[config.mk]
export PLATFORM = sky130hd
export DESIGN_NAME = id_ex_hazard_stage_flat
export DESIGN_NICKNAME = d
export VERILOG_FILES = /design/src/rtl/id_ex_hazard_if.sv /design/src/rtl/id_ex_hazard_stage.sv /design/src/flat_wrapper.sv
export SDC_FILE = /design/constraint.sdc
export NUM_CORES = 1
export LEC_CHECK = 0
export ABC_AREA = 1
export BUFFER_PORTS_ARGS = -buffer_cell sky130_fd_sc_hd__buf_2
export CAP_MARGIN = 20
export CORE_MARGIN = 2
export CORE_UTILIZATION = 40
export CTS_CLUSTER_DIAMETER = 150
export DETAILED_ROUTE_END_ITERATION = 10
export GPL_TIMING_DRIVEN = 0
export PLACE_DENSITY = 0.81
export SLEW_MARGIN = 5
export SYNTH_ARGS = -nofsm -noshare
export SYNTH_HDL_FRONTEND = slang
export SYNTH_SLANG_ARGS = --single-unit
[constraint.sdc]
create_clock -name clk -period 11.43 [get_ports clk]
set_clock_uncertainty 0.1 [all_clocks]
set_input_delay 1.7145 -clock clk [delete_from_list [all_inputs] [get_ports clk]]
set_output_delay 1.7145 -clock clk [all_outputs]
set_load 0.01 [all_outputs]
[src/rtl/id_ex_hazard_if.sv]
// ---------------------------------------------------------------------------
// id_ex_hazard_if
// Bundle between the ID stage, the ID/EX pipeline register and EX.
//   ID side      : IF_ID_Rs/Rt/Rd, ID_ReadData1/2, ID_SignExtImm, ID_* control,
//                  flush (branch/jump redirect squashes the ID instruction)
//   EX side      : ID_EX_* registered specifiers, operands and control
//   Upstream     : PCWrite, IF_ID_Write (0 = hold), stall, stall_count
// Modports: master = ID/EX surroundings (drives ID side, observes results),
//           slave  = the pipeline stage itself.
// ---------------------------------------------------------------------------
interface id_ex_hazard_if #(
  parameter int BIT_WIDTH  = 5,
  parameter int DATA_WIDTH = 32,
  parameter int CNT_WIDTH  = 16
);
  logic [BIT_WIDTH-1:0]  IF_ID_Rs, IF_ID_Rt, IF_ID_Rd;
  logic [DATA_WIDTH-1:0] ID_ReadData1, ID_ReadData2, ID_SignExtImm;
  logic                  ID_RegWrite, ID_MemToReg, ID_MemRead, ID_MemWrite, ID_ALUSrc, ID_RegDst;
  logic [1:0]            ID_ALUOp;
  logic                  flush;

  logic [BIT_WIDTH-1:0]  ID_EX_Rs, ID_EX_Rt, ID_EX_Rd;
  logic [DATA_WIDTH-1:0] ID_EX_ReadData1, ID_EX_ReadData2, ID_EX_SignExtImm;
  logic                  ID_EX_RegWrite, ID_EX_MemToReg, ID_EX_MemRead, ID_EX_MemWrite, ID_EX_ALUSrc, ID_EX_RegDst;
  logic [1:0]            ID_EX_ALUOp;
  logic                  PCWrite, IF_ID_Write, stall;
  logic [CNT_WIDTH-1:0]  stall_count;

  modport master (
    output IF_ID_Rs, IF_ID_Rt, IF_ID_Rd, ID_ReadData1, ID_ReadData2, ID_SignExtImm,
           ID_RegWrite, ID_MemToReg, ID_MemRead, ID_MemWrite, ID_ALUSrc, ID_RegDst,
           ID_ALUOp, flush,
    input  ID_EX_Rs, ID_EX_Rt, ID_EX_Rd, ID_EX_ReadData1, ID_EX_ReadData2, ID_EX_SignExtImm,
           ID_EX_RegWrite, ID_EX_MemToReg, ID_EX_MemRead, ID_EX_MemWrite, ID_EX_ALUSrc,
           ID_EX_RegDst, ID_EX_ALUOp, PCWrite, IF_ID_Write, stall, stall_count
  );

  modport slave (
    input  IF_ID_Rs, IF_ID_Rt, IF_ID_Rd, ID_ReadData1, ID_ReadData2, ID_SignExtImm,
           ID_RegWrite, ID_MemToReg, ID_MemRead, ID_MemWrite, ID_ALUSrc, ID_RegDst,
           ID_ALUOp, flush,
    output ID_EX_Rs, ID_EX_Rt, ID_EX_Rd, ID_EX_ReadData1, ID_EX_ReadData2, ID_EX_SignExtImm,
           ID_EX_RegWrite, ID_EX_MemToReg, ID_EX_MemRead, ID_EX_MemWrite, ID_EX_ALUSrc,
           ID_EX_RegDst, ID_EX_ALUOp, PCWrite, IF_ID_Write, stall, stall_count
  );
endinterface

[src/rtl/id_ex_hazard_stage.sv]
// ---------------------------------------------------------------------------
// id_ex_hazard_stage
// ID/EX pipeline register with load-use hazard detection and bubble insertion.
// Ports:
//   clk  - rising-edge clock
//   rst  - asynchronous, active-high reset (state becomes a NOP bubble)
//   bus  - id_ex_hazard_if.slave: ID inputs + flush in; ID_EX_* registers,
//          PCWrite/IF_ID_Write/stall and the saturating stall_count out
// A load in EX whose rt feeds the instruction in ID costs exactly one bubble:
// the bubble clears ID_EX_MemRead, so the hazard disappears the next cycle.
// ---------------------------------------------------------------------------
module id_ex_hazard_stage #(
  parameter int BIT_WIDTH  = 5,
  parameter int DATA_WIDTH = 32,
  parameter int CNT_WIDTH  = 16
) (
  input logic              clk,
  input logic              rst,
  id_ex_hazard_if.slave    bus
);

  localparam logic [BIT_WIDTH-1:0]  SPEC_ZERO = {BIT_WIDTH{1'b0}};
  localparam logic [DATA_WIDTH-1:0] DATA_ZERO = {DATA_WIDTH{1'b0}};
  localparam logic [CNT_WIDTH-1:0]  CNT_ZERO  = {CNT_WIDTH{1'b0}};
  localparam logic [CNT_WIDTH-1:0]  CNT_ONE   = {{(CNT_WIDTH-1){1'b0}}, 1'b1};
  localparam logic [CNT_WIDTH-1:0]  CNT_MAX   = {CNT_WIDTH{1'b1}};

  logic load_use;

  // Load-use detect: a load in EX targeting a register read by ID. $zero never conflicts.
  always_comb begin
    load_use = 1'b0;
    if (bus.ID_EX_MemRead && (bus.ID_EX_Rt != SPEC_ZERO) &&
        ((bus.ID_EX_Rt == bus.IF_ID_Rs) || (bus.ID_EX_Rt == bus.IF_ID_Rt))) begin
      load_use = 1'b1;
    end else begin
      load_use = 1'b0;
    end
  end

  // A redirect must never be held, so flush overrides the hold request.
  assign bus.stall       = load_use;
  assign bus.PCWrite     = ~load_use | bus.flush;
  assign bus.IF_ID_Write = ~load_use | bus.flush;

  // Pipeline register: flush squashes everything, a stall bubbles only the control.
  always_ff @(posedge clk or posedge rst) begin
    if (rst) begin
      bus.ID_EX_Rs         <= SPEC_ZERO;
      bus.ID_EX_Rt         <= SPEC_ZERO;
      bus.ID_EX_Rd         <= SPEC_ZERO;
      bus.ID_EX_ReadData1  <= DATA_ZERO;
      bus.ID_EX_ReadData2  <= DATA_ZERO;
      bus.ID_EX_SignExtImm <= DATA_ZERO;
      bus.ID_EX_RegWrite   <= 1'b0;
      bus.ID_EX_MemToReg   <= 1'b0;
      bus.ID_EX_MemRead    <= 1'b0;
      bus.ID_EX_MemWrite   <= 1'b0;
      bus.ID_EX_ALUSrc     <= 1'b0;
      bus.ID_EX_RegDst     <= 1'b0;
      bus.ID_EX_ALUOp      <= 2'b00;
    end else if (bus.flush) begin
      bus.ID_EX_Rs         <= SPEC_ZERO;
      bus.ID_EX_Rt         <= SPEC_ZERO;
      bus.ID_EX_Rd         <= SPEC_ZERO;
      bus.ID_EX_ReadData1  <= DATA_ZERO;
      bus.ID_EX_ReadData2  <= DATA_ZERO;
      bus.ID_EX_SignExtImm <= DATA_ZERO;
      bus.ID_EX_RegWrite   <= 1'b0;
      bus.ID_EX_MemToReg   <= 1'b0;
      bus.ID_EX_MemRead    <= 1'b0;
      bus.ID_EX_MemWrite   <= 1'b0;
      bus.ID_EX_ALUSrc     <= 1'b0;
      bus.ID_EX_RegDst     <= 1'b0;
      bus.ID_EX_ALUOp      <= 2'b00;
    end else begin
      // Specifiers and data are captured even under a stall; only control is bubbled.
      bus.ID_EX_Rs         <= bus.IF_ID_Rs;
      bus.ID_EX_Rt         <= bus.IF_ID_Rt;
      bus.ID_EX_Rd         <= bus.IF_ID_Rd;
      bus.ID_EX_ReadData1  <= bus.ID_ReadData1;
      bus.ID_EX_ReadData2  <= bus.ID_ReadData2;
      bus.ID_EX_SignExtImm <= bus.ID_SignExtImm;
      if (load_use) begin
        bus.ID_EX_RegWrite <= 1'b0;
        bus.ID_EX_MemToReg <= 1'b0;
        bus.ID_EX_MemRead  <= 1'b0;
        bus.ID_EX_MemWrite <= 1'b0;
        bus.ID_EX_ALUSrc   <= 1'b0;
        bus.ID_EX_RegDst   <= 1'b0;
        bus.ID_EX_ALUOp    <= 2'b00;
      end else begin
        bus.ID_EX_RegWrite <= bus.ID_RegWrite;
        bus.ID_EX_MemToReg <= bus.ID_MemToReg;
        bus.ID_EX_MemRead  <= bus.ID_MemRead;
        bus.ID_EX_MemWrite <= bus.ID_MemWrite;
        bus.ID_EX_ALUSrc   <= bus.ID_ALUSrc;
        bus.ID_EX_RegDst   <= bus.ID_RegDst;
        bus.ID_EX_ALUOp    <= bus.ID_ALUOp;
      end
    end
  end

  // Saturating stall-cycle counter; a flushed stall does not count as a bubble.
  always_ff @(posedge clk or posedge rst) begin
    if (rst) begin
      bus.stall_count <= CNT_ZERO;
    end else if (load_use && !bus.flush && (bus.stall_count != CNT_MAX)) begin
      bus.stall_count <= bus.stall_count + CNT_ONE;
    end else begin
      bus.stall_count <= bus.stall_count;
    end
  end

endmodule

[src/flat_wrapper.sv]
// flat-port wrapper written by rule: the top's interface ports become plain ports
module id_ex_hazard_stage_flat 
#(
  parameter int BIT_WIDTH  = 5,
  parameter int DATA_WIDTH = 32,
  parameter int CNT_WIDTH  = 16
)
  (clk, rst, bus_IF_ID_Rs, bus_IF_ID_Rt, bus_IF_ID_Rd, bus_ID_ReadData1, bus_ID_ReadData2, bus_ID_SignExtImm, bus_ID_RegWrite, bus_ID_MemToReg, bus_ID_MemRead, bus_ID_MemWrite, bus_ID_ALUSrc, bus_ID_RegDst, bus_ID_ALUOp, bus_flush, bus_ID_EX_Rs, bus_ID_EX_Rt, bus_ID_EX_Rd, bus_ID_EX_ReadData1, bus_ID_EX_ReadData2, bus_ID_EX_SignExtImm, bus_ID_EX_RegWrite, bus_ID_EX_MemToReg, bus_ID_EX_MemRead, bus_ID_EX_MemWrite, bus_ID_EX_ALUSrc, bus_ID_EX_RegDst, bus_ID_EX_ALUOp, bus_PCWrite, bus_IF_ID_Write, bus_stall, bus_stall_count);
  id_ex_hazard_if #(.BIT_WIDTH(BIT_WIDTH), .DATA_WIDTH(DATA_WIDTH), .CNT_WIDTH(CNT_WIDTH)) bus_i ();
  input logic clk;
  input logic rst;
  input wire logic [$bits(bus_i.IF_ID_Rs)-1:0] bus_IF_ID_Rs;
  input wire logic [$bits(bus_i.IF_ID_Rt)-1:0] bus_IF_ID_Rt;
  input wire logic [$bits(bus_i.IF_ID_Rd)-1:0] bus_IF_ID_Rd;
  input wire logic [$bits(bus_i.ID_ReadData1)-1:0] bus_ID_ReadData1;
  input wire logic [$bits(bus_i.ID_ReadData2)-1:0] bus_ID_ReadData2;
  input wire logic [$bits(bus_i.ID_SignExtImm)-1:0] bus_ID_SignExtImm;
  input wire logic [$bits(bus_i.ID_RegWrite)-1:0] bus_ID_RegWrite;
  input wire logic [$bits(bus_i.ID_MemToReg)-1:0] bus_ID_MemToReg;
  input wire logic [$bits(bus_i.ID_MemRead)-1:0] bus_ID_MemRead;
  input wire logic [$bits(bus_i.ID_MemWrite)-1:0] bus_ID_MemWrite;
  input wire logic [$bits(bus_i.ID_ALUSrc)-1:0] bus_ID_ALUSrc;
  input wire logic [$bits(bus_i.ID_RegDst)-1:0] bus_ID_RegDst;
  input wire logic [$bits(bus_i.ID_ALUOp)-1:0] bus_ID_ALUOp;
  input wire logic [$bits(bus_i.flush)-1:0] bus_flush;
  output wire logic [$bits(bus_i.ID_EX_Rs)-1:0] bus_ID_EX_Rs;
  output wire logic [$bits(bus_i.ID_EX_Rt)-1:0] bus_ID_EX_Rt;
  output wire logic [$bits(bus_i.ID_EX_Rd)-1:0] bus_ID_EX_Rd;
  output wire logic [$bits(bus_i.ID_EX_ReadData1)-1:0] bus_ID_EX_ReadData1;
  output wire logic [$bits(bus_i.ID_EX_ReadData2)-1:0] bus_ID_EX_ReadData2;
  output wire logic [$bits(bus_i.ID_EX_SignExtImm)-1:0] bus_ID_EX_SignExtImm;
  output wire logic [$bits(bus_i.ID_EX_RegWrite)-1:0] bus_ID_EX_RegWrite;
  output wire logic [$bits(bus_i.ID_EX_MemToReg)-1:0] bus_ID_EX_MemToReg;
  output wire logic [$bits(bus_i.ID_EX_MemRead)-1:0] bus_ID_EX_MemRead;
  output wire logic [$bits(bus_i.ID_EX_MemWrite)-1:0] bus_ID_EX_MemWrite;
  output wire logic [$bits(bus_i.ID_EX_ALUSrc)-1:0] bus_ID_EX_ALUSrc;
  output wire logic [$bits(bus_i.ID_EX_RegDst)-1:0] bus_ID_EX_RegDst;
  output wire logic [$bits(bus_i.ID_EX_ALUOp)-1:0] bus_ID_EX_ALUOp;
  output wire logic [$bits(bus_i.PCWrite)-1:0] bus_PCWrite;
  output wire logic [$bits(bus_i.IF_ID_Write)-1:0] bus_IF_ID_Write;
  output wire logic [$bits(bus_i.stall)-1:0] bus_stall;
  output wire logic [$bits(bus_i.stall_count)-1:0] bus_stall_count;
  assign bus_i.IF_ID_Rs = bus_IF_ID_Rs;
  assign bus_i.IF_ID_Rt = bus_IF_ID_Rt;
  assign bus_i.IF_ID_Rd = bus_IF_ID_Rd;
  assign bus_i.ID_ReadData1 = bus_ID_ReadData1;
  assign bus_i.ID_ReadData2 = bus_ID_ReadData2;
  assign bus_i.ID_SignExtImm = bus_ID_SignExtImm;
  assign bus_i.ID_RegWrite = bus_ID_RegWrite;
  assign bus_i.ID_MemToReg = bus_ID_MemToReg;
  assign bus_i.ID_MemRead = bus_ID_MemRead;
  assign bus_i.ID_MemWrite = bus_ID_MemWrite;
  assign bus_i.ID_ALUSrc = bus_ID_ALUSrc;
  assign bus_i.ID_RegDst = bus_ID_RegDst;
  assign bus_i.ID_ALUOp = bus_ID_ALUOp;
  assign bus_i.flush = bus_flush;
  assign bus_ID_EX_Rs = bus_i.ID_EX_Rs;
  assign bus_ID_EX_Rt = bus_i.ID_EX_Rt;
  assign bus_ID_EX_Rd = bus_i.ID_EX_Rd;
  assign bus_ID_EX_ReadData1 = bus_i.ID_EX_ReadData1;
  assign bus_ID_EX_ReadData2 = bus_i.ID_EX_ReadData2;
  assign bus_ID_EX_SignExtImm = bus_i.ID_EX_SignExtImm;
  assign bus_ID_EX_RegWrite = bus_i.ID_EX_RegWrite;
  assign bus_ID_EX_MemToReg = bus_i.ID_EX_MemToReg;
  assign bus_ID_EX_MemRead = bus_i.ID_EX_MemRead;
  assign bus_ID_EX_MemWrite = bus_i.ID_EX_MemWrite;
  assign bus_ID_EX_ALUSrc = bus_i.ID_EX_ALUSrc;
  assign bus_ID_EX_RegDst = bus_i.ID_EX_RegDst;
  assign bus_ID_EX_ALUOp = bus_i.ID_EX_ALUOp;
  assign bus_PCWrite = bus_i.PCWrite;
  assign bus_IF_ID_Write = bus_i.IF_ID_Write;
  assign bus_stall = bus_i.stall;
  assign bus_stall_count = bus_i.stall_count;
  id_ex_hazard_stage #(.BIT_WIDTH(BIT_WIDTH), .DATA_WIDTH(DATA_WIDTH), .CNT_WIDTH(CNT_WIDTH)) u_core (.clk(clk), .rst(rst), .bus(bus_i));
endmodule
## Yosys cells after proc, flatten, opt, wreduce, memory -nomap -nowiden

Cells that the tools add are included.

- Bits in registers: 135
- Output and inout bits: 138
- Logic and storage cells: 48

- $add $sub $neg: 1
- Equal/unequal tests: 3
- Multiplexer cells: 21
- Bitwise logic cells: 2
- Reductions and logical operators: 7

Operator list:

| operator | count |
|---|---|
| $mux W32 | 3 |
| $add A16 B1 Y16 const B | 1 |
| $ne A16 B16 Y1 const B | 1 |
| $mux W5 | 3 |
| $mux W1 | 13 |
| $eq A5 B5 Y1 | 2 |
| $reduce_bool A5 Y1 | 1 |
| $logic_and A1 B1 Y1 | 4 |
| $mux W2 | 2 |
| $logic_not A1 Y1 | 1 |
| $logic_or A1 B1 Y1 | 1 |
| $not A1 Y1 | 1 |
| $or A1 B1 Y1 | 1 |

## Depth between registers and ports, before layout

- Depth after elaboration: 6
- Gate-level depth with buffers: 11
- Depth with buffers taken out: 10

## Worst setup path after synthesis

Ideal clock, no wire load.

- Path type: input to output
- Start: input port bus_IF_ID_Rs[4]
- End: output port bus_PCWrite
- Data arrival time: 2.397 ns
- Required time: 9.616 ns
- Path slack: 7.219 ns
- Stages on the path: 8
- Path through: inv_1 nand2_1 nand2_1 nor2_1 nand3_1 nand2_2 nand3_4 buf_4

- Longest elaborated chain between the ends: 6

Ends and longest elaborated chain:

| what | line | source |
|---|---|---|
| from (decl) | flat_wrapper.sv:12 | `input wire logic [$bits(bus_i.IF_ID_Rs)-1:0] bus_IF_ID_Rs;` |
| $eq A5 B5 Y1 | id_ex_hazard_stage.sv:34 | `((bus.ID_EX_Rt == bus.IF_ID_Rs) \|\| (bus.ID_EX_Rt == bus.IF_ID_Rt))) begin` |
| $logic_or A1 B1 Y1 | id_ex_hazard_stage.sv:34 |  |
| $logic_and A1 B1 Y1 | id_ex_hazard_stage.sv:33 | `if (bus.ID_EX_MemRead && (bus.ID_EX_Rt != SPEC_ZERO) &&` |
| $mux W1 | id_ex_hazard_stage.sv:33 |  |
| $not A1 Y1 | - |  |
| $or A1 B1 Y1 | - |  |
| to (decl) | flat_wrapper.sv:39 | `output wire logic [$bits(bus_i.PCWrite)-1:0] bus_PCWrite;` |

No other way between the ends.

## Worst setup path after layout

- Start: input port bus_IF_ID_Rs[4]
- End: output port bus_PCWrite

- Longest elaborated chain between the ends: 6

Ends and longest elaborated chain:

| what | line | source |
|---|---|---|
| $eq A5 B5 Y1 | id_ex_hazard_stage.sv:34 |  |
| $logic_or A1 B1 Y1 | id_ex_hazard_stage.sv:34 |  |
| $logic_and A1 B1 Y1 | id_ex_hazard_stage.sv:33 |  |
| $mux W1 | id_ex_hazard_stage.sv:33 |  |
| $not A1 Y1 | id_ex_hazard_stage.sv:43 | `assign bus.PCWrite = ~load_use \| bus.flush;` |
| $or A1 B1 Y1 | id_ex_hazard_stage.sv:43 |  |

No other way between the ends.

==> flow_summary.ini <==
[yosys]
ys_warn_count = 0
synth_area_leader_cell = dfrtp_1
synth_cell_types = 22
seq_area_frac_synth_pct = 65.7
synthCells = 554
synth.avg_cell_area_um2 = 9.28
synthesis.area_um2 = 5140
ys_seq_elements = 135
synthTopCellsByArea = dfrtp_1, inv_1, nor2_1
syn_nets = 677
synth_top_area_share_pct = 65.7

[timing]
hold_viol = 0
relSlewSlack_pct = 52.9
fin_tns_setup_ps = 0
max_clock_freq_ghz = 0.222
fin_crit_sh_pct = 39.4
rsz0062_at_grt = false
fin_crit_ps = 4510
slew_viol_final = 0
setup_viol = 0
max_slew.worst_pin.slew_ps = 706

[die]
core_um2 = 12600
ios = 260
dieArea_um2 = 13800
initial_core_util_pct = 40.9
rows = 41
die_x_um = 117
die_h_um = 117

[clocking]
htree_levels = 4
cts_hold_buf = 0
cts_tree = yes
worstSkewPairLatency_ps = 410
cts.sinks = 135
cts-root-buf = clkbuf_16
clockBufferDepth = 2
clkSlewWorstSetupHoldPaths_ps = 60
cts_resized = 0
numCtsBuffers = 17
postCtsSetupRepairBufs = 0

[critical_path]
end_kind = output port
criticalPathCategory = in -> out
critPathLaunchType = input pin
rrSetupSlack_ps = 9590
crit_required_ps = 9620
crit_arrival_ps = 2690
path_max_fanout = 5

[cells_and_area]
num_antenna_cells = 0
syn_to_final_growth_pct = 41.7
drive_gt1_share_pct = 36.4
final_cell_mix = buf_2, inv_1, dfrtp_1
final_util_pct = 58.0
fin_nets = 955
final_common_cell = buf_2

[route]
vias_per_cell = 4.15
first_pass_iters = 4
drtIter0Drc = 210
vias = 4225
drt_wl_total_mm = 12.5
postRouteAntennaNets = 0
avgRoutedWirePerCell_um = 12.3
drc = 0

[place]
place.gp.congestion = 0.834
place.port_buffers = 258
hpwlAfterDp_mm = 9.43

[power]
p_leak_uw = 0.00453
power.density_nw_per_um2 = 160
peakVddDrop_mv = 0.100

[global_routing]
grt_max_degree = 83
grt_usage_pct = 18.8
overflow = 0
first_global_vias = 4282
grt_pass1_wl_mm = 20.2
grt_antenna_before_repair = 0

[outcome]
status = finished clean

[min_path]
hold_path_class = reg -> reg

[run]
drv_cap = 0
## metal layers
layer | routed length [µm] | GRT usage [%] | up-vias
met5 | 0 | 0 | -
met4 | 180 | 7.38 | 0
met3 | 931 | 6.52 | 14
met2 | 6530 | 33.4 | 162
met1 | 4830 | 20.5 | 1925
li1 | - | - | 2124
## synthesized netlist by cell type
master,count
buf_4,2
buf_8,1
clkbuf_1,13
dfrtp_1,135
ha_1,1
inv_1,136
inv_2,4
nand2_1,81
nand2_2,5
nand3_1,12
nand3_2,1
nand3_4,1
nand3b_1,1
nand4_1,4
nand4_2,1
nor2_1,133
nor2_2,1
nor2_4,2
nor3_1,5
o21ai_0,1
xnor2_1,7
xor2_1,7
## stage by stage
step                      total power (µW)  setup WS (ps)  hold slack (ps)  std cells  instance area (µm²)
after floorplan                        569           6000              448        554                 5140
after CTS                             1180           6920              444       1017                 7290
final                                 1170           6920              440       1017                 7290
after global routing                  1220           6830              475       1017                 7290
after detailed placement               627           6920              429        985                 6680
after global placement                 622           4610              428        984                 6650
## kinds of logic after synthesis
| family | count (synthesis) | share of synthesized area (%) |
|---|---|---|
| xor+xnor | 14 | 2.38 |
| compound gates | 1 | 0.0972 |
| buf+inv | 156 | 11.7 |
| flops | 135 | 65.7 |
| simple gates | 247 | 19.8 |
| fa+ha+maj | 1 | 0.243 |
## worst paths after layout
kind	startpoint	to	cells after the start
worst max register to register	u_core.bus.stall_count[0]$_DFFE_PP0P_	u_core.bus.stall_count[0]$_DFFE_PP0P_	8
worst max-delay path	bus_IF_ID_Rs[4]	bus_PCWrite	10
min in group asynchronous	rst	u_core.bus.ID_EX_ReadData1[22]$_DFF_PP0_	2
worst min register to register	u_core.bus.stall_count[4]$_DFFE_PP0P_	u_core.bus.stall_count[4]$_DFFE_PP0P_	2
max in group asynchronous	rst	u_core.bus.ID_EX_ReadData1[12]$_DFF_PP0_	3
worst min-delay path	u_core.bus.stall_count[4]$_DFFE_PP0P_	u_core.bus.stall_count[4]$_DFFE_PP0P_	2
## worst max-delay path, stage by stage
cell	delay, ps
buf_2	90
inv_1	40
nand2_1	50
nand2_1	60
nor2_1	100
nand3_1	100
nand2_2	160
nand3_4	110
buf_4	140
buf_2	120
## flip-flops by register name, summed over array words and instances (netlist names)
signal / count
u_core.bus.ID_EX_ReadData1: 32
u_core.bus.ID_EX_ReadData2: 32
u_core.bus.ID_EX_SignExtImm: 32
u_core.bus.stall_count: 16
u_core.bus.ID_EX_Rd: 5
u_core.bus.ID_EX_Rs: 5
u_core.bus.ID_EX_Rt: 5
u_core.bus.ID_EX_ALUOp: 2
u_core.bus.ID_EX_ALUSrc: 1
u_core.bus.ID_EX_MemRead: 1
u_core.bus.ID_EX_MemToReg: 1
u_core.bus.ID_EX_MemWrite: 1
u_core.bus.ID_EX_RegDst: 1
u_core.bus.ID_EX_RegWrite: 1
## cell type report
type	instances	area [µm²]
Buffer	16	78.8
Sequential cell	135	3380
Timing Repair Buffer	259	1320
Fill cell	1084	5280
Clock buffer	21	460
Tap cell	172	215
Multi-Input combinational cell	263	1160
Clock inverter	11	148
Inverter	140	531
## where the power goes
| part | internal [µW] | switching [µW] |
|---|---|---|
| clock network | 355 | 197 |
| logic | 44.0 | 62.3 |
| registers | 501 | 8.89 |
(Power assumes the default switching activity.)
